### config.mk
export PLATFORM = sky130hd
export DESIGN_NAME = apb_uart_fifo
export DESIGN_NICKNAME = d
export VERILOG_FILES = /design/src/rtl/apb_uart_fifo.sv
export SDC_FILE = /design/constraint.sdc
export NUM_CORES = 1
export LEC_CHECK = 0
export ABC_AREA = 0
export CAP_MARGIN = 10
export CORE_UTILIZATION = 40
export CTS_CLUSTER_DIAMETER = 30
export DETAILED_ROUTE_END_ITERATION = 10
export SLEW_MARGIN = 20
export SYNTH_ARGS = -nofsm -noshare
export SYNTH_HDL_FRONTEND = slang
export SYNTH_HIERARCHICAL = 1
export SYNTH_SLANG_ARGS = --single-unit
### constraint.sdc
create_clock -name PCLK -period 3.8 [get_ports PCLK]
set_input_delay 0.38 -clock PCLK [delete_from_list [all_inputs] [get_ports PCLK]]
set_output_delay 0.38 -clock PCLK [all_outputs]
set_load 0.02 [all_outputs]
### src/rtl/apb_uart_fifo.sv
// APB3 register front-end for the UART byte engines: buffered TX/RX FIFOs,
// sticky error flags and a registered, maskable interrupt.

module apb_uart_fifo_buf #(
  parameter int unsigned W     = 8,
  parameter int unsigned DEPTH = 16
) (
  input  logic                   clk_i,
  input  logic                   rst_ni,
  input  logic                   flush_i,
  input  logic                   push_i,
  input  logic                   pop_i,
  input  logic [W-1:0]           data_i,
  output logic [W-1:0]           head_o,
  output logic [$clog2(DEPTH):0] count_o,
  output logic                   full_o,
  output logic                   empty_o
);
  localparam int unsigned AW = $clog2(DEPTH);
  localparam int unsigned CW = AW + 1;

  logic [W-1:0]  mem_q [DEPTH];
  logic [AW-1:0] rd_ptr_q, wr_ptr_q;
  logic [CW-1:0] count_q;
  logic          do_push, do_pop;

  assign empty_o = (count_q == '0);
  assign full_o  = (count_q == CW'(DEPTH));
  assign count_o = count_q;
  assign head_o  = mem_q[rd_ptr_q];
  // A pop frees the slot on the same edge, so a full FIFO still accepts a push.
  assign do_pop  = pop_i & !empty_o & !flush_i;
  assign do_push = push_i & !flush_i & (!full_o | do_pop);

  always_ff @(posedge clk_i or negedge rst_ni) begin
    if (!rst_ni) begin
      rd_ptr_q <= '0;
      wr_ptr_q <= '0;
      count_q  <= '0;
    end else if (flush_i) begin
      rd_ptr_q <= '0;
      wr_ptr_q <= '0;
      count_q  <= '0;
    end else begin
      if (do_push) wr_ptr_q <= wr_ptr_q + AW'(1);
      if (do_pop)  rd_ptr_q <= rd_ptr_q + AW'(1);
      count_q <= count_q + CW'(do_push) - CW'(do_pop);
    end
  end

  always_ff @(posedge clk_i) begin
    if (do_push) mem_q[wr_ptr_q] <= data_i;
  end
endmodule

module apb_uart_fifo #(
  parameter int unsigned DATA_W   = 8,
  parameter int unsigned TX_DEPTH = 16,
  parameter int unsigned RX_DEPTH = 16
) (
  input  logic              PCLK,
  input  logic              PRESETn,
  input  logic              PSEL,
  input  logic [11:2]       PADDR,
  input  logic              PENABLE,
  input  logic              PWRITE,
  input  logic [31:0]       PWDATA,
  output logic [31:0]       PRDATA,
  output logic              PREADY,
  output logic              PSLVERR,
  output logic [DATA_W-1:0] tx_data,
  output logic              tx_valid,
  input  logic              tx_ready,
  input  logic [DATA_W-1:0] rx_data,
  input  logic              rx_valid,
  output logic              irq
);
  localparam int unsigned TCW = $clog2(TX_DEPTH) + 1;
  localparam int unsigned RCW = $clog2(RX_DEPTH) + 1;

  logic              access, mapped, wr_data, rd_data, wr_ctrl, wr_clear;
  logic              tx_full, tx_empty, rx_full, rx_empty;
  logic              tx_push, tx_pop, rx_push, rx_pop, flush_tx, flush_rx;
  logic [TCW-1:0]    tx_count;
  logic [RCW-1:0]    rx_count;
  logic [DATA_W-1:0] rx_head;
  logic [31:0]       status;
  logic [4:0]        ctrl_q, ctrl_d;
  logic              rx_overrun_q, rx_overrun_d;
  logic              tx_overflow_q, tx_overflow_d;
  logic              irq_q, irq_d;
  logic              unused_pwdata;

  assign unused_pwdata = ^PWDATA;

  assign access   = PSEL & PENABLE;
  assign mapped   = (PADDR[11:4] == '0);
  assign wr_data  = access & mapped &  PWRITE & (PADDR[3:2] == 2'd0);
  assign rd_data  = access & mapped & !PWRITE & (PADDR[3:2] == 2'd0);
  assign wr_ctrl  = access & mapped &  PWRITE & (PADDR[3:2] == 2'd2);
  assign wr_clear = access & mapped &  PWRITE & (PADDR[3:2] == 2'd3);

  assign flush_tx = wr_clear & PWDATA[0];
  assign flush_rx = wr_clear & PWDATA[1];
  assign tx_push  = wr_data;
  assign tx_valid = ctrl_q[0] & !tx_empty;
  assign tx_pop   = tx_valid & tx_ready;
  assign rx_push  = rx_valid & ctrl_q[1];
  assign rx_pop   = rd_data & !rx_empty;

  apb_uart_fifo_buf #(.W(DATA_W), .DEPTH(TX_DEPTH)) u_tx_fifo (
    .clk_i(PCLK), .rst_ni(PRESETn), .flush_i(flush_tx), .push_i(tx_push),
    .pop_i(tx_pop), .data_i(PWDATA[DATA_W-1:0]), .head_o(tx_data),
    .count_o(tx_count), .full_o(tx_full), .empty_o(tx_empty)
  );

  apb_uart_fifo_buf #(.W(DATA_W), .DEPTH(RX_DEPTH)) u_rx_fifo (
    .clk_i(PCLK), .rst_ni(PRESETn), .flush_i(flush_rx), .push_i(rx_push),
    .pop_i(rx_pop), .data_i(rx_data), .head_o(rx_head),
    .count_o(rx_count), .full_o(rx_full), .empty_o(rx_empty)
  );

  always_comb begin
    status        = '0;
    status[0]     = tx_full;
    status[1]     = tx_empty;
    status[2]     = rx_full;
    status[3]     = rx_empty;
    status[4]     = rx_overrun_q;
    status[5]     = tx_overflow_q;
    status[15:8]  = 8'(tx_count);
    status[23:16] = 8'(rx_count);
  end

  always_comb begin
    PRDATA  = '0;
    PSLVERR = access & !mapped;
    if (access & mapped & !PWRITE) begin
      case (PADDR[3:2])
        2'd0:    PRDATA = rx_empty ? 32'h8000_0000 : 32'(rx_head);
        2'd1:    PRDATA = status;
        2'd2:    PRDATA = {27'b0, ctrl_q};
        default: PRDATA = '0;
      endcase
    end
  end

  // Clears are applied first so a same-cycle set wins.
  always_comb begin
    ctrl_d        = ctrl_q;
    rx_overrun_d  = rx_overrun_q;
    tx_overflow_d = tx_overflow_q;
    if (wr_ctrl) ctrl_d = PWDATA[4:0];
    if (wr_clear & PWDATA[2]) rx_overrun_d  = 1'b0;
    if (wr_clear & PWDATA[3]) tx_overflow_d = 1'b0;
    if (rx_push & rx_full & !rx_pop & !flush_rx) rx_overrun_d  = 1'b1;
    if (tx_push & tx_full & !tx_pop & !flush_tx) tx_overflow_d = 1'b1;
    irq_d = (ctrl_q[2] & !rx_empty) | (ctrl_q[3] & tx_empty) |
            (ctrl_q[4] & (rx_overrun_q | tx_overflow_q));
  end

  always_ff @(posedge PCLK or negedge PRESETn) begin
    if (!PRESETn) begin
      ctrl_q        <= 5'h03;
      rx_overrun_q  <= 1'b0;
      tx_overflow_q <= 1'b0;
      irq_q         <= 1'b0;
    end else begin
      ctrl_q        <= ctrl_d;
      rx_overrun_q  <= rx_overrun_d;
      tx_overflow_q <= tx_overflow_d;
      irq_q         <= irq_d;
    end
  end

  assign irq    = irq_q;
  assign PREADY = 1'b1;
endmodule

# Word-level counts from Yosys, hierarchy flattened
# Memories as Yosys holds them, arrays and structs flattened.
# Cells that the tools add are included.
# op_classes
addsub	8
n_eq_ne	5
mux	21
n_bitwise	39
reduce_logical	20
# op_table
cell	count
32-bit one-hot mux with 3 select lines	1
32-bit two-way mux	2
1-bit bitwise AND	34
4-bit two-way mux	8
4-bit by 1-bit adder with 4-bit output (second input constant)	4
2-bit nonzero test	6
5-bit by 1-bit adder with 5-bit output	2
5-bit == test (second input constant)	2
1-bit zero test	10
5-bit zero test	2
5-bit two-way mux	2
5-bit by 1-bit subtractor with 5-bit output	2
8-bit zero test	1
1-bit two-way mux	8
1-bit OR	5
2-bit == test (second input constant)	2
2-bit by 1-bit == test with 1-bit output (second input constant)	1
2-bit zero test	1
# word_totals
register_bits	34
ram_bits	256
input_bits	57
out_inout_bits	44
wordCells	105
mem_count	2
# mem_list
name	words	width	read_ports	rd_clocked_by_memory_dff	write_ports	line_no	rtl
u_rx_fifo.mem_q	16	8	1	0	1	22	logic [W-1:0] mem_q [DEPTH];
u_tx_fifo.mem_q	16	8	1	0	1	22	

# Longest topological paths before layout
# Gate-level depths: netlist (run 1).
# logic_depth
ltp_word	12
ltp_mapped	16
depth_no_buf	15

# Hierarchy
# Netlist (run 1), hierarchy kept.
# modules_own_cells
module	n_inst	cells_each	area_each_um2	seq_area_each_um2
apb_uart_fifo_buf (u_rx_fifo)	1	336	5843.1	4169.0
apb_uart_fifo_buf (u_tx_fifo)	1	303	5806.8	4169.0
apb_uart_fifo	1	102	867.1	202.7

# Least setup slack after synthesis (run 1)
# No wires, ideal clock.
# synth_path
path_kind	register -> register
startpoint	register u_tx_fifo.count_q[3], in the netlist u_tx_fifo/count_o[3]
endpoint	register u_tx_fifo.count_q[4], in the netlist u_tx_fifo/count_o[4]
t_arrival_ns	3.433
required_ns	3.722
slack_ns	0.289
stages_incl_launch_ff	16
path_buffers	1
path_cell_list	dfrtp_1 -> inv_1 -> ha_1 -> or4b_1 -> inv_1 -> nor2b_1 -> and2_1 -> clkbuf_1 -> o21ai_2 -> o21ai_0 -> ha_1 -> fa_1 -> a21oi_1 -> nor2_1 -> or3_1 -> a21oi_1
# synth_via
elab_chain_len	11
# synth_lines
element	line_no	rtl
start, declared	24	logic [CW-1:0] count_q;
start signal, assigned	47	count_q <= count_q + CW'(do_push) - CW'(do_pop);
5-bit zero test (*)	27	assign empty_o = (count_q == '0);
net tx_empty	82	logic tx_full, tx_empty, rx_full, rx_empty;
1-bit zero test (*)	106	assign tx_valid = ctrl_q[0] & !tx_empty;
1-bit bitwise AND (*)	106	
net tx_valid	72	output logic tx_valid,
1-bit bitwise AND (*)	107	assign tx_pop = tx_valid & tx_ready;
net tx_pop	83	logic tx_push, tx_pop, rx_push, rx_pop, flush_tx, flush_rx;
1-bit bitwise AND (*) (2 in a row)	32	assign do_pop = pop_i & !empty_o & !flush_i;
1-bit OR	33	assign do_push = push_i & !flush_i & (!full_o | do_pop);
1-bit bitwise AND	33	
5-bit by 1-bit adder with 5-bit output	47	
5-bit by 1-bit subtractor with 5-bit output (*)	47	
5-bit two-way mux (*)	40	end else if (flush_i) begin
# The timed path passes the listed nets; every way through them passes the cells marked *.
# A chain may end at the register's enable or synchronous reset.

# Worst setup path after layout (run 1)
# layout_path
startpoint	register u_rx_fifo.rd_ptr_q[0]
endpoint	output port PRDATA[3]
# layout_via
elab_chain_len	4
# layout_lines
element	line_no	rtl
start, declared	23	logic [AW-1:0] rd_ptr_q, wr_ptr_q;
start signal, assigned	46	if (do_pop) rd_ptr_q <= rd_ptr_q + AW'(1);
memory read 16 x 8 bit	-	
net rx_head[3]	86	logic [DATA_W-1:0] rx_head;
32-bit two-way mux	140	2'd0: PRDATA = rx_empty ? 32'h8000_0000 : 32'(rx_head);
32-bit one-hot mux with 3 select lines	139	case (PADDR[3:2])
32-bit two-way mux	138	if (access & mapped & !PWRITE) begin
end, declared	68	output logic [31:0] PRDATA,
# The timed path passes the listed nets, and every way through them passes these cells.

==> results of run 1 <==
==> layout by cell type (no fill, tap or decap), types with 6 or more instances in the layout <==
cell / count
sky130_fd_sc_hd__edfxtp_1: 256
sky130_fd_sc_hd__ha_1: 20
sky130_fd_sc_hd__clkinv_4: 7
sky130_fd_sc_hd__dfrtp_1: 30
sky130_fd_sc_hd__nor3_1: 17
sky130_fd_sc_hd__clkdlybuf4s50_1: 61
sky130_fd_sc_hd__mux2_2: 6
sky130_fd_sc_hd__and2_1: 17
sky130_fd_sc_hd__inv_1: 18
sky130_fd_sc_hd__nand3_1: 7
sky130_fd_sc_hd__a221oi_2: 8
sky130_fd_sc_hd__buf_4: 63
sky130_fd_sc_hd__clkinv_2: 8
sky130_fd_sc_hd__conb_1: 14
sky130_fd_sc_hd__nor2_1: 39
sky130_fd_sc_hd__nand2_1: 34
sky130_fd_sc_hd__a221oi_1: 7
sky130_fd_sc_hd__mux2i_1: 34
sky130_fd_sc_hd__mux4_2: 37
sky130_fd_sc_hd__mux4_1: 11
sky130_fd_sc_hd__o21ai_0: 12
sky130_fd_sc_hd__clkbuf_1: 7
sky130_fd_sc_hd__a22oi_1: 29
sky130_fd_sc_hd__inv_6: 7
sky130_fd_sc_hd__a21oi_1: 9
sky130_fd_sc_hd__xor2_1: 10
sky130_fd_sc_hd__clkbuf_16: 59
sky130_fd_sc_hd__nor2b_1: 9
sky130_fd_sc_hd__xnor2_1: 8
sky130_fd_sc_hd__clkinv_1: 11
sky130_fd_sc_hd__nand2b_1: 10
==> per-layer routing <==
metal	global-route usage, %	vias up	share of wire [%]
li1	-	3214	-
met1	22.5	3486	43
met2	29.9	154	51
met3	3.16	31	4.7
met4	4.48	0	1.1
met5	0	-	0
==> power breakdown <==
group	switching, µW	total, µW	internal (µW)
clock	1690	4910	3220
sequential	39.2	3560	3520
combinational	230	426	196
total	1960	8900	6930
==> worst min path at each step <==
stage                       startpoint                     to  slack (ns)  cells after the start
after global routing      rx_overrun_q           rx_overrun_q        0.54                      1
final                          PRESETn  u_rx_fifo/wr_ptr_q[0]        0.47                      2
after floorplan                PRESETn              ctrl_q[2]        0.08                      0
after detailed placement  rx_overrun_q           rx_overrun_q        0.50                      1
after global placement    rx_overrun_q           rx_overrun_q        0.50                      1
after CTS                      PRESETn  u_rx_fifo/rd_ptr_q[0]        0.49                      2
==> worst max-delay path: stages, from the launching register on <==
cell and delay [ns]:
sky130_fd_sc_hd__dfrtp_4 0.57, sky130_fd_sc_hd__buf_4 0.19, sky130_fd_sc_hd__mux2i_1 0.13, sky130_fd_sc_hd__a221oi_2 0.36, sky130_fd_sc_hd__a22oi_1 0.12, sky130_fd_sc_hd__nand2_1 0.16, sky130_fd_sc_hd__nand2_1 0.07, sky130_fd_sc_hd__a21o_1 0.18
sky130_fd_sc_hd__a21oi_2 0.26, sky130_fd_sc_hd__clkdlybuf4s50_1 0.67
==> kinds of logic (layout without fill, tap and decap cells) <==
kind of cell / count (synthesis) / after routing / synth area share (%)
DFF: 290 / 290 / 68.2
and+or+nand+nor: 166 / 166 / 7.38
muxes: 88 / 88 / 12.2
AOI/OAI and AO/OA: 84 / 84 / 4.95
buffers and inverters: 71 / 259 / 3.58
adders and majority gates: 22 / 22 / 2.32
xor gates and xnor gates: 18 / 18 / 1.26
other: 2 / 14 / 0.0600
==> flip-flops by register name, indices dropped and copies added (netlist names), 4 cells and up <==
signal / cells
u_rx_fifo/mem_q: 128
u_tx_fifo/rd_ptr_q: 4
ctrl_q: 5
u_rx_fifo/count_o: 5
u_tx_fifo/mem_q: 128
u_tx_fifo/wr_ptr_q: 4
u_rx_fifo/wr_ptr_q: 4
u_tx_fifo/count_o: 5
u_rx_fifo/rd_ptr_q: 4
==> layout make-up <==
type | instances | area (µm²)
Timing Repair Buffer | 129 | 1150
Tap cell | 396 | 495
Clock buffer | 66 | 1500
Fill cell | 2491 | 14800
Multi-Input combinational cell | 392 | 3650
Sequential cell | 290 | 8550
Clock inverter | 45 | 458
Inverter | 19 | 71.3
==> metrics by stage <==
| stage | power (µW) | instances | cell area, µm² | hold slack, ns | setup WS, ns |
|---|---|---|---|---|---|
| after detailed placement | 4040 | 1223 | 13800 | 0.504 | 0.138 |
| after global placement | 4030 | 1223 | 13800 | 0.499 | 0.185 |
| after CTS | 8970 | 1336 | 15800 | 0.487 | 0.0423 |
| after global routing | 9200 | 1337 | 15900 | 0.541 | 0.0126 |
| final | 8900 | 1337 | 15900 | 0.469 | 0.144 |
| after floorplan | 3900 | 753 | 12600 | 0.0844 | 0.289 |
==> repair_timing <==
| action | in CTS | in global routing |
|---|---|---|
| setup endpoints to repair | 6 | 8 |
| pin swaps | 0 | 0 |
| gates resized for setup | 6 | 9 |
| buffers inserted | 1 | 1 |
| cloned | 0 | 0 |
| endpoints found under the hold margin | 32 | 0 |
| hold buffers | 1 | 0 |
==> flow_summary.toml, run 1 <==
[status]
outcome = "finished clean"

[floorplan]
die_width_um = 179
io_pins = 101
core_area_um2 = 30700
die_h_um = 179
row_count = 64
floorplan.die_area_um2 = 32000
initial_utilization_pct = 40.8

[timing]
final_min_period_over_clock_period_pct = 96.2
timing.max_slew.rel_slack_pct = 36.7
timing_hold_violations_final = 0
final-max-slew-violation-count = 0
fin_crit_ns = 3.66
setup_viol_count_final = 0
measured_slew_at_the_worst_slew_check_pin_ns = 0.946
final.setup_skew_ns = 0.0175
maxClockFrequency_mhz = 274
timing.setup.tns_ns = 0
setup_repair_after_global_routing_missed_its_margin = "false"

[synthesis]
ys_top_cells_by_count = "sky130_fd_sc_hd__edfxtp_1 (256), sky130_fd_sc_hd__nor2_1 (41), sky130_fd_sc_hd__mux4_2 (37), sky130_fd_sc_hd__mux2i_1 (34), sky130_fd_sc_hd__nand2_1 (34)"
synth.ff_latch_count = 290
synth.most_common_cell = "sky130_fd_sc_hd__edfxtp_1"
yosys-top-cells-area = "sky130_fd_sc_hd__edfxtp_1 (61%), sky130_fd_sc_hd__mux4_2 (6.7%), sky130_fd_sc_hd__dfrtp_1 (6.4%)"
synth-seq-area-share_pct = 68.2
synth-edff-count = 256
syn_avg_cell_area_um2 = 16.9
ys.flop_type = "sky130_fd_sc_hd__edfxtp_1"
synth.yosys.warnings = 6
synth.cell_area_um2 = 12500
post-synth-top-area-cell = "sky130_fd_sc_hd__edfxtp_1"
asyncSetResetFlopFracSynth_pct = 11.7
synth_top_area_share_pct = 61.4
gate_count_after_technology_mapping = 741
netlist-cell-type-count = 60

[power]
peakVddDrop_mv = 0.356
powerDensity_nw_per_um2 = 560
standby_leakage_power_uw = 0.00556

[routing]
first_iter_violations = 419
detail_route.wl_per_cell_um = 19.9
vias = 6885
ant_nets = 0
wirelength_mm = 26.6
dr.pass1.iters = 4
drc = 0
route.detailed.vias_per_inst = 5.15

[placement]
finalWeightedCongestion = 0.768
detailedPlacementHpwl_mm = 16.9
port-buffer-count = 62

[setup_path]
crit_start = "u_rx_fifo/rd_ptr_q[0]"
end_kind = "output port"
critical_path_required_ns = 3.42
cp.arrival_ns = 3.28
worstRegToRegCells = 15
critical_path.endpoint = "PRDATA[3]"
reg2reg_to = "u_rx_fifo/count_o[4]"
critical_path.max_fanout = 9
r2r_slack_ns = 0.31
worstSetupStartpointType = "flop"
crit_type = "reg -> out"
reg2reg_from = "u_rx_fifo/count_o[3]"

[finish]
utilization_pct = 51.8
num-nets-final = 970
antenna_cells = 0
layout-drive-gt1-share_pct = 24.9
flow.area_growth_from_synthesis_pct = 26.8

[flow_run]
cap_violations = 0

[clock_tree]
cts_tree = "built"
ctsHtreeMaxLevel = 2
cts_sinks = 290
clkLatencyLatePin_ns = 0.56
cts_buffers = 59
clkTransAtPathRegs_ns = 0.05
clock_tree.buffer_depth = 3
cell_chosen_for_the_clock_root = "sky130_fd_sc_hd__clkbuf_16"

[global_route]
grt_max_degree = 36
total_routing_resource_utilization_after_global_routing_pct = 17.4
first_global_vias = 7264
globalRouteOverflowTotal = 0
grt_first_pass_wirelength_mm = 41.2
antenna_found_initial = 0

[min_path]
worstHoldPathType = "in -> async"
Power figures use the tool's default switching activity.
==> run 2: changes to the inputs <==
--- a/config.mk
+++ b/config.mk
@@ -7,9 +7,11 @@
 export LEC_CHECK = 0
 export ABC_AREA = 0
 export CAP_MARGIN = 10
+export CORE_MARGIN = 4
 export CORE_UTILIZATION = 40
 export CTS_CLUSTER_DIAMETER = 30
 export DETAILED_ROUTE_END_ITERATION = 10
+export PLACE_DENSITY = 0.63
 export SLEW_MARGIN = 20
 export SYNTH_ARGS = -nofsm -noshare
 export SYNTH_HDL_FRONTEND = slang
==> run 2 against run 1 <==
Net effect:
- clock skew up 0.028 ns
- via count down 0.76%
- critical path depth unchanged
- non-clock buffer count down 9
- global-route usage down 1.9 points
- combinational power about the same
- wire length down 0.97%
- utilization up 0.34 points
- register-to-register slack worse by 0.06 ns
- largest power group unchanged
==> flow_summary.toml, run 2 (synthesis results as in run 1) <==
[clock_tree]
cts_tree = "built"
clock_tree.buffer_depth = 3
clkTransAtPathRegs_ns = 0.05
cts_buffers = 60
clkLatencyLatePin_ns = 0.58
cts_sinks = 290
ctsHtreeMaxLevel = 2
cell_chosen_for_the_clock_root = "sky130_fd_sc_hd__clkbuf_16"

[power]
power.internal_uw = 7370
net-switching-power_uw = 2010
peakVddDrop_mv = 0.376
fraction_of_power_consumed_by_sequential_logic_pct = 37.9
comb_power_share_pct = 4.5
standby_leakage_power_uw = 0.00561
powerDensity_nw_per_um2 = 585
power.switching_fraction_pct = 21.4
share_clk_of_total_power_pct = 57.5

[setup_path]
end_kind = "output port"
critical-path-top-delay-family = "buffers and inverters"
timing.critical_path.mode_cell = "sky130_fd_sc_hd__a22oi_1"
critical_path.max_fanout = 14
crit_path_top_delay_cell = "sky130_fd_sc_hd__clkdlybuf4s50_1"
critical_path_required_ns = 3.42
crit_type = "reg -> out"
worstSetupStartpointType = "flop"
cp_num_buf_inv = 2
worstPathCellList = "buf_12 > mux2i_1 > a221oi_2 > a22oi_1 > nand2_1 > a22oi_1 > a2bb2oi_1 > nor2_1 > clkdlybuf4s50_1"
cp.arrival_ns = 3.24
slowest_stage_delay_cp_ns = 0.68

[global_route]
first_global_vias = 7101
total_routing_resource_utilization_after_global_routing_pct = 15.4
globalRouteOverflowTotal = 0
grt_first_pass_wirelength_mm = 40.4
antenna_found_initial = 0
grt_max_degree = 35

[timing]
timing.setup.tns_ns = 0
timing.max_slew.rel_slack_pct = 32.7
setup_viol_count_final = 0
maxClockFrequency_mhz = 276
setup_repair_after_global_routing_missed_its_margin = "false"
final-max-slew-violation-count = 0
final.setup_skew_ns = 0.0456
fin_crit_ns = 3.62
whs_ns = 0.444
timing_hold_violations_final = 0
measured_slew_at_the_worst_slew_check_pin_ns = 1.01
final_min_period_over_clock_period_pct = 95.2

[min_path]
worstHoldPathType = "in -> async"

[routing]
first_iter_violations = 505
wirelength_mm = 26.3
route.detailed.vias_per_inst = 5.13
ant_nets = 0
dr.pass1.iters = 5
detail_route.wl_per_cell_um = 19.8
vias = 6833
drc = 0

[placement]
dpl-instance-area_um2 = 13800
detailedPlacementHpwl_mm = 17.4
placed_cells = 1212
finalWeightedCongestion = 0.794
port-buffer-count = 62

[finish]
layout_commonest_cell = "sky130_fd_sc_hd__edfxtp_1"
most_frequent_cells_in_the_layout = "sky130_fd_sc_hd__edfxtp_1 (256), sky130_fd_sc_hd__clkbuf_16 (60), sky130_fd_sc_hd__clkdlybuf4s50_1 (58)"
layout-drive-gt1-share_pct = 25.3
num-nets-final = 962
flow.area_growth_from_synthesis_pct = 28.0
antenna_cells = 0
finalNonFillerCells = 1331
final_cell_area_um2 = 16000
reg_top3 = "u_rx_fifo/mem_q: 128 flops, u_tx_fifo/mem_q: 128 flops"

[floorplan]
core_area_um2 = 30700
io_pins = 101
floorplan.die_area_um2 = 34200
row_count = 64
die_width_um = 185
initial_utilization_pct = 40.7
die_h_um = 185

[status]
outcome = "finished clean"

[flow_run]
cap_violations = 0
==> run 2: layout make-up <==
cell class                 instances  area [µm²]
fill                            2465       14700
sequential                       290        8550
multi-input combinational        392        3640
clock buffer                      67        1560
timing repair buffer             120        1100
clock inverter                    47         612
tap                              396         495
inverter                          19        71.3
==> run 2: final timing paths <==
| kind | to | depth (start not counted) | slack (ns) | startpoint |
|---|---|---|---|---|
| min reg2reg | rx_overrun_q | 1 | 0.52 | rx_overrun_q |
| min in group PCLK | rx_overrun_q | 1 | 0.52 | rx_overrun_q |
| max | PRDATA[1] | 9 | 0.18 | u_rx_fifo/rd_ptr_q[0] |
| max in group asynchronous | u_tx_fifo/rd_ptr_q[0] | 2 | 2.76 | PRESETn |
| max reg2reg | u_tx_fifo/count_o[4] | 14 | 0.25 | u_tx_fifo/count_o[2] |
| min | u_rx_fifo/rd_ptr_q[0] | 2 | 0.44 | PRESETn |
==> run 2: layer usage <==
metal	wire length, µm	vias up	share of wire (%)	GRT usage (%)
met5	0	-	0	0
met2	13300	166	51	27.0
met1	11100	3431	42	19.0
met4	487	0	1.9	4.82
li1	-	3195	-	-
met3	1440	41	5.5	3.77
==> run 2: power by group through the flow <==
stage	clock [µW]	combinational, µW	sequential (µW)
floorplan	0	293	3600
global placement	0	414	3610
detailed placement	0	424	3610
CTS	5490	429	3560
global route	5670	481	3560
finish	5390	425	3560
==> run 2: timing repair <==
| item | CTS | global route |
|---|---|---|
| hold buffers | 1 | 0 |
| gates resized for setup | 5 | 8 |
| setup buffers | 0 | 4 |
| pin swaps | 0 | 0 |
| hold endpoints to repair | 32 | 0 |
| setup endpoints to repair | 5 | 6 |
==> run 2: stage by stage <==
| step | total power (µW) | utilization (%) | worst slack [ns] |
|---|---|---|---|
| floorplan | 3900 | - | 0.289 |
| global placement | 4030 | 44.7 | 0.163 |
| detailed placement | 4040 | 44.8 | 0.176 |
| CTS | 9470 | 51.9 | 0.000674 |
| global route | 9710 | 52.1 | 0.00550 |
| finish | 9380 | 52.1 | 0.181 |
==> run 3: changes to the inputs <==
--- a/config.mk
+++ b/config.mk
@@ -15,5 +15,4 @@
 export SLEW_MARGIN = 20
 export SYNTH_ARGS = -nofsm -noshare
 export SYNTH_HDL_FRONTEND = slang
-export SYNTH_HIERARCHICAL = 1
 export SYNTH_SLANG_ARGS = --single-unit
==> run 3 against run 2 <==
Net effect:
- register-to-register slack gained 0.21 ns
- sequential cell count is the same
- hold slack gained 0.036 ns
- global-route usage grew 1.4 points
- non-clock buffer count shrank 18
- fmax grew 1.1%
- highest routed layer unchanged
- synthesized cell count grew 0.94%
==> flow_summary.toml, run 3 <==
[status]
outcome = "finished clean"

[routing]
detail_route.wl_per_cell_um = 21.3
dr.pass1.iters = 5
vias = 7183
route.detailed.vias_per_inst = 5.42
first_iter_violations = 615
ant_nets = 0
wirelength_mm = 28.2
drc = 0

[floorplan]
die_h_um = 184
io_pins = 101
row_count = 64
floorplan.die_area_um2 = 34000
core_area_um2 = 30700
initial_utilization_pct = 40.6
die_width_um = 184

[synthesis]
synth.yosys.warnings = 0
synth_top_area_share_pct = 61.8
synth-edff-count = 256
ys_top_cells_by_count = "sky130_fd_sc_hd__edfxtp_1 (256), sky130_fd_sc_hd__mux4_2 (50), sky130_fd_sc_hd__mux2i_1 (33), sky130_fd_sc_hd__dfrtp_1 (32), sky130_fd_sc_hd__and2_1 (28)"
asyncSetResetFlopFracSynth_pct = 11.7
post-synth-top-area-cell = "sky130_fd_sc_hd__edfxtp_1"
gate_count_after_technology_mapping = 748
syn_avg_cell_area_um2 = 16.6
ys.flop_type = "sky130_fd_sc_hd__edfxtp_1"
synth-seq-area-share_pct = 68.6
synth.ff_latch_count = 290
netlist-cell-type-count = 58
synth.most_common_cell = "sky130_fd_sc_hd__edfxtp_1"
synth.cell_area_um2 = 12400
yosys-top-cells-area = "sky130_fd_sc_hd__edfxtp_1 (62%), sky130_fd_sc_hd__mux4_2 (9.0%), sky130_fd_sc_hd__dfrtp_1 (6.4%)"

[finish]
antenna_cells = 0
reg_top3 = "u_rx_fifo.mem_q: 128 flops, u_tx_fifo.mem_q: 128 flops"
layout_commonest_cell = "sky130_fd_sc_hd__edfxtp_1"
final_cell_area_um2 = 15900
layout-drive-gt1-share_pct = 23.5
flow.area_growth_from_synthesis_pct = 28.1
most_frequent_cells_in_the_layout = "sky130_fd_sc_hd__edfxtp_1 (256), sky130_fd_sc_hd__clkbuf_16 (67), sky130_fd_sc_hd__clkdlybuf4s50_1 (61)"
utilization_pct = 52.0
finalNonFillerCells = 1326
num-nets-final = 959

[timing]
setup_viol_count_final = 0
final_min_period_over_clock_period_pct = 94.2
timing.max_slew.rel_slack_pct = 44.4
final-max-slew-violation-count = 0
setup_repair_after_global_routing_missed_its_margin = "false"
maxClockFrequency_mhz = 279
measured_slew_at_the_worst_slew_check_pin_ns = 0.833
fin_crit_ns = 3.58
final.setup_skew_ns = 0.0292
timing_hold_violations_final = 0
timing.setup.tns_ns = 0

[global_route]
first_global_vias = 7455
total_routing_resource_utilization_after_global_routing_pct = 16.8
grt_max_degree = 37
globalRouteOverflowTotal = 0
antenna_found_initial = 0
grt_first_pass_wirelength_mm = 43.7

[setup_path]
worstPathCellList = "and2_1 > a221oi_1 > a22oi_1 > nand2_1 > clkdlybuf4s50_1"
worstSetupStartpointType = "flop"
crit_type = "reg -> out"
critical-path-top-delay-family = "compound AO/OA/AOI/OAI gates"
cp.arrival_ns = 3.20
r2r_slack_ns = 0.46
slowest_stage_delay_cp_ns = 0.66
critical_path_required_ns = 3.42
end_kind = "output port"
crit_path_top_delay_cell = "sky130_fd_sc_hd__a221oi_1"
critical_path.max_fanout = 16
cp_num_buf_inv = 1

[clock_tree]
number_of_setup_buffers_added_after_cts = 0
cts_tree = "built"
clkLatencyLatePin_ns = 0.55
clkTransAtPathRegs_ns = 0.05
cts_sinks = 290
clock_tree.buffer_depth = 3
ctsHtreeMaxLevel = 3
cts_buffers = 67
cell_chosen_for_the_clock_root = "sky130_fd_sc_hd__clkbuf_16"

[min_path]
worstHoldPathType = "in -> async"

[power]
standby_leakage_power_uw = 0.00540
peakVddDrop_mv = 0.343
powerDensity_nw_per_um2 = 594

[placement]
detailedPlacementHpwl_mm = 17.8
port-buffer-count = 62
placed_cells = 1204
dpl-instance-area_um2 = 13700
finalWeightedCongestion = 0.821

[flow_run]
cap_violations = 0
run 3: cell families (layout without fill, tap and decap cells):
group	Yosys count	after routing	share of synthesized area, %
AO/OA/AOI/OAI	90	90	5.16
other	2	14	0.0604
AND/OR/NAND/NOR	164	164	7.56
multiplexers	93	93	12.6
buffers and inverters	77	247	2.88
flip-flops	290	290	68.6
adder cells (fa/ha/maj)	24	24	2.53
XOR/XNOR	8	8	0.563
run 3: worst paths after layout:
kind,from,to,cells past startpoint
max in group asynchronous,PRESETn,u_tx_fifo.rd_ptr_q[0],2
max,u_tx_fifo.rd_ptr_q[2],tx_data[2],5
min,PRESETn,u_tx_fifo.wr_ptr_q[0],2
min reg2reg,rx_overrun_q,rx_overrun_q,1
max reg2reg,u_rx_fifo.count_o[3],u_rx_fifo.count_o[4],14
min in group PCLK,rx_overrun_q,rx_overrun_q,1
run 3: cell type report:
type                       instances  area [µm²]
tap                              396         495
fill                            2459       14700
sequential                       290        8540
clock buffer                      83        1770
multi-input combinational        393        3630
clock inverter                    38         460
timing repair buffer             102         956
inverter                          24        90.1
run 3: where the power goes:
part | total, µW | switching (µW) | internal, µW
combinational | 409 | 219 | 190
sequential | 3560 | 42.8 | 3520
clock | 5500 | 1830 | 3680
total | 9480 | 2090 | 7390
run 3: per-layer routing:
layer	vias to the layer above	wire length, µm	global-route usage (%)	part of all wire [%]
met2	252	13600	26.6	48
li1	3226	-	-	-
met4	0	594	5.32	2.1
met5	-	0	0	0
met3	57	1580	3.55	5.6
met1	3648	12500	23.5	44
run 3: through the flow:
step | total power, µW | hold WS, ns | setup WS [ns]
2_1_floorplan | 3890 | 0.0844 | 0.438
3_5_place_dp | 4030 | 0.509 | 0.265
5_1_grt | 9800 | 0.540 | 0.0836
6_report | 9480 | 0.480 | 0.221
3_3_place_gp | 4020 | 0.507 | 0.296
4_1_cts | 9560 | 0.486 | 0.164
run 3: worst reg2reg max path, stage by stage, from the launching register on:
cell                       delay [ns]
sky130_fd_sc_hd__dfrtp_1         0.40
sky130_fd_sc_hd__inv_1           0.09
sky130_fd_sc_hd__ha_1            0.17
sky130_fd_sc_hd__or4b_2          0.69
sky130_fd_sc_hd__nand2b_1        0.21
sky130_fd_sc_hd__inv_1           0.18
sky130_fd_sc_hd__ha_1            0.31
sky130_fd_sc_hd__inv_1           0.06
sky130_fd_sc_hd__ha_1            0.16
sky130_fd_sc_hd__inv_1           0.06
sky130_fd_sc_hd__fa_1            0.40
sky130_fd_sc_hd__nor2b_1         0.16
sky130_fd_sc_hd__o21bai_1        0.11
sky130_fd_sc_hd__a21oi_1         0.16
sky130_fd_sc_hd__nor3b_1         0.06
run 3: repair_timing:
item,4_1_cts,5_1_grt
hold buffers,1,0
resized for setup,0,1
endpoints found under the setup margin,0,3
hold endpoints to repair,32,0
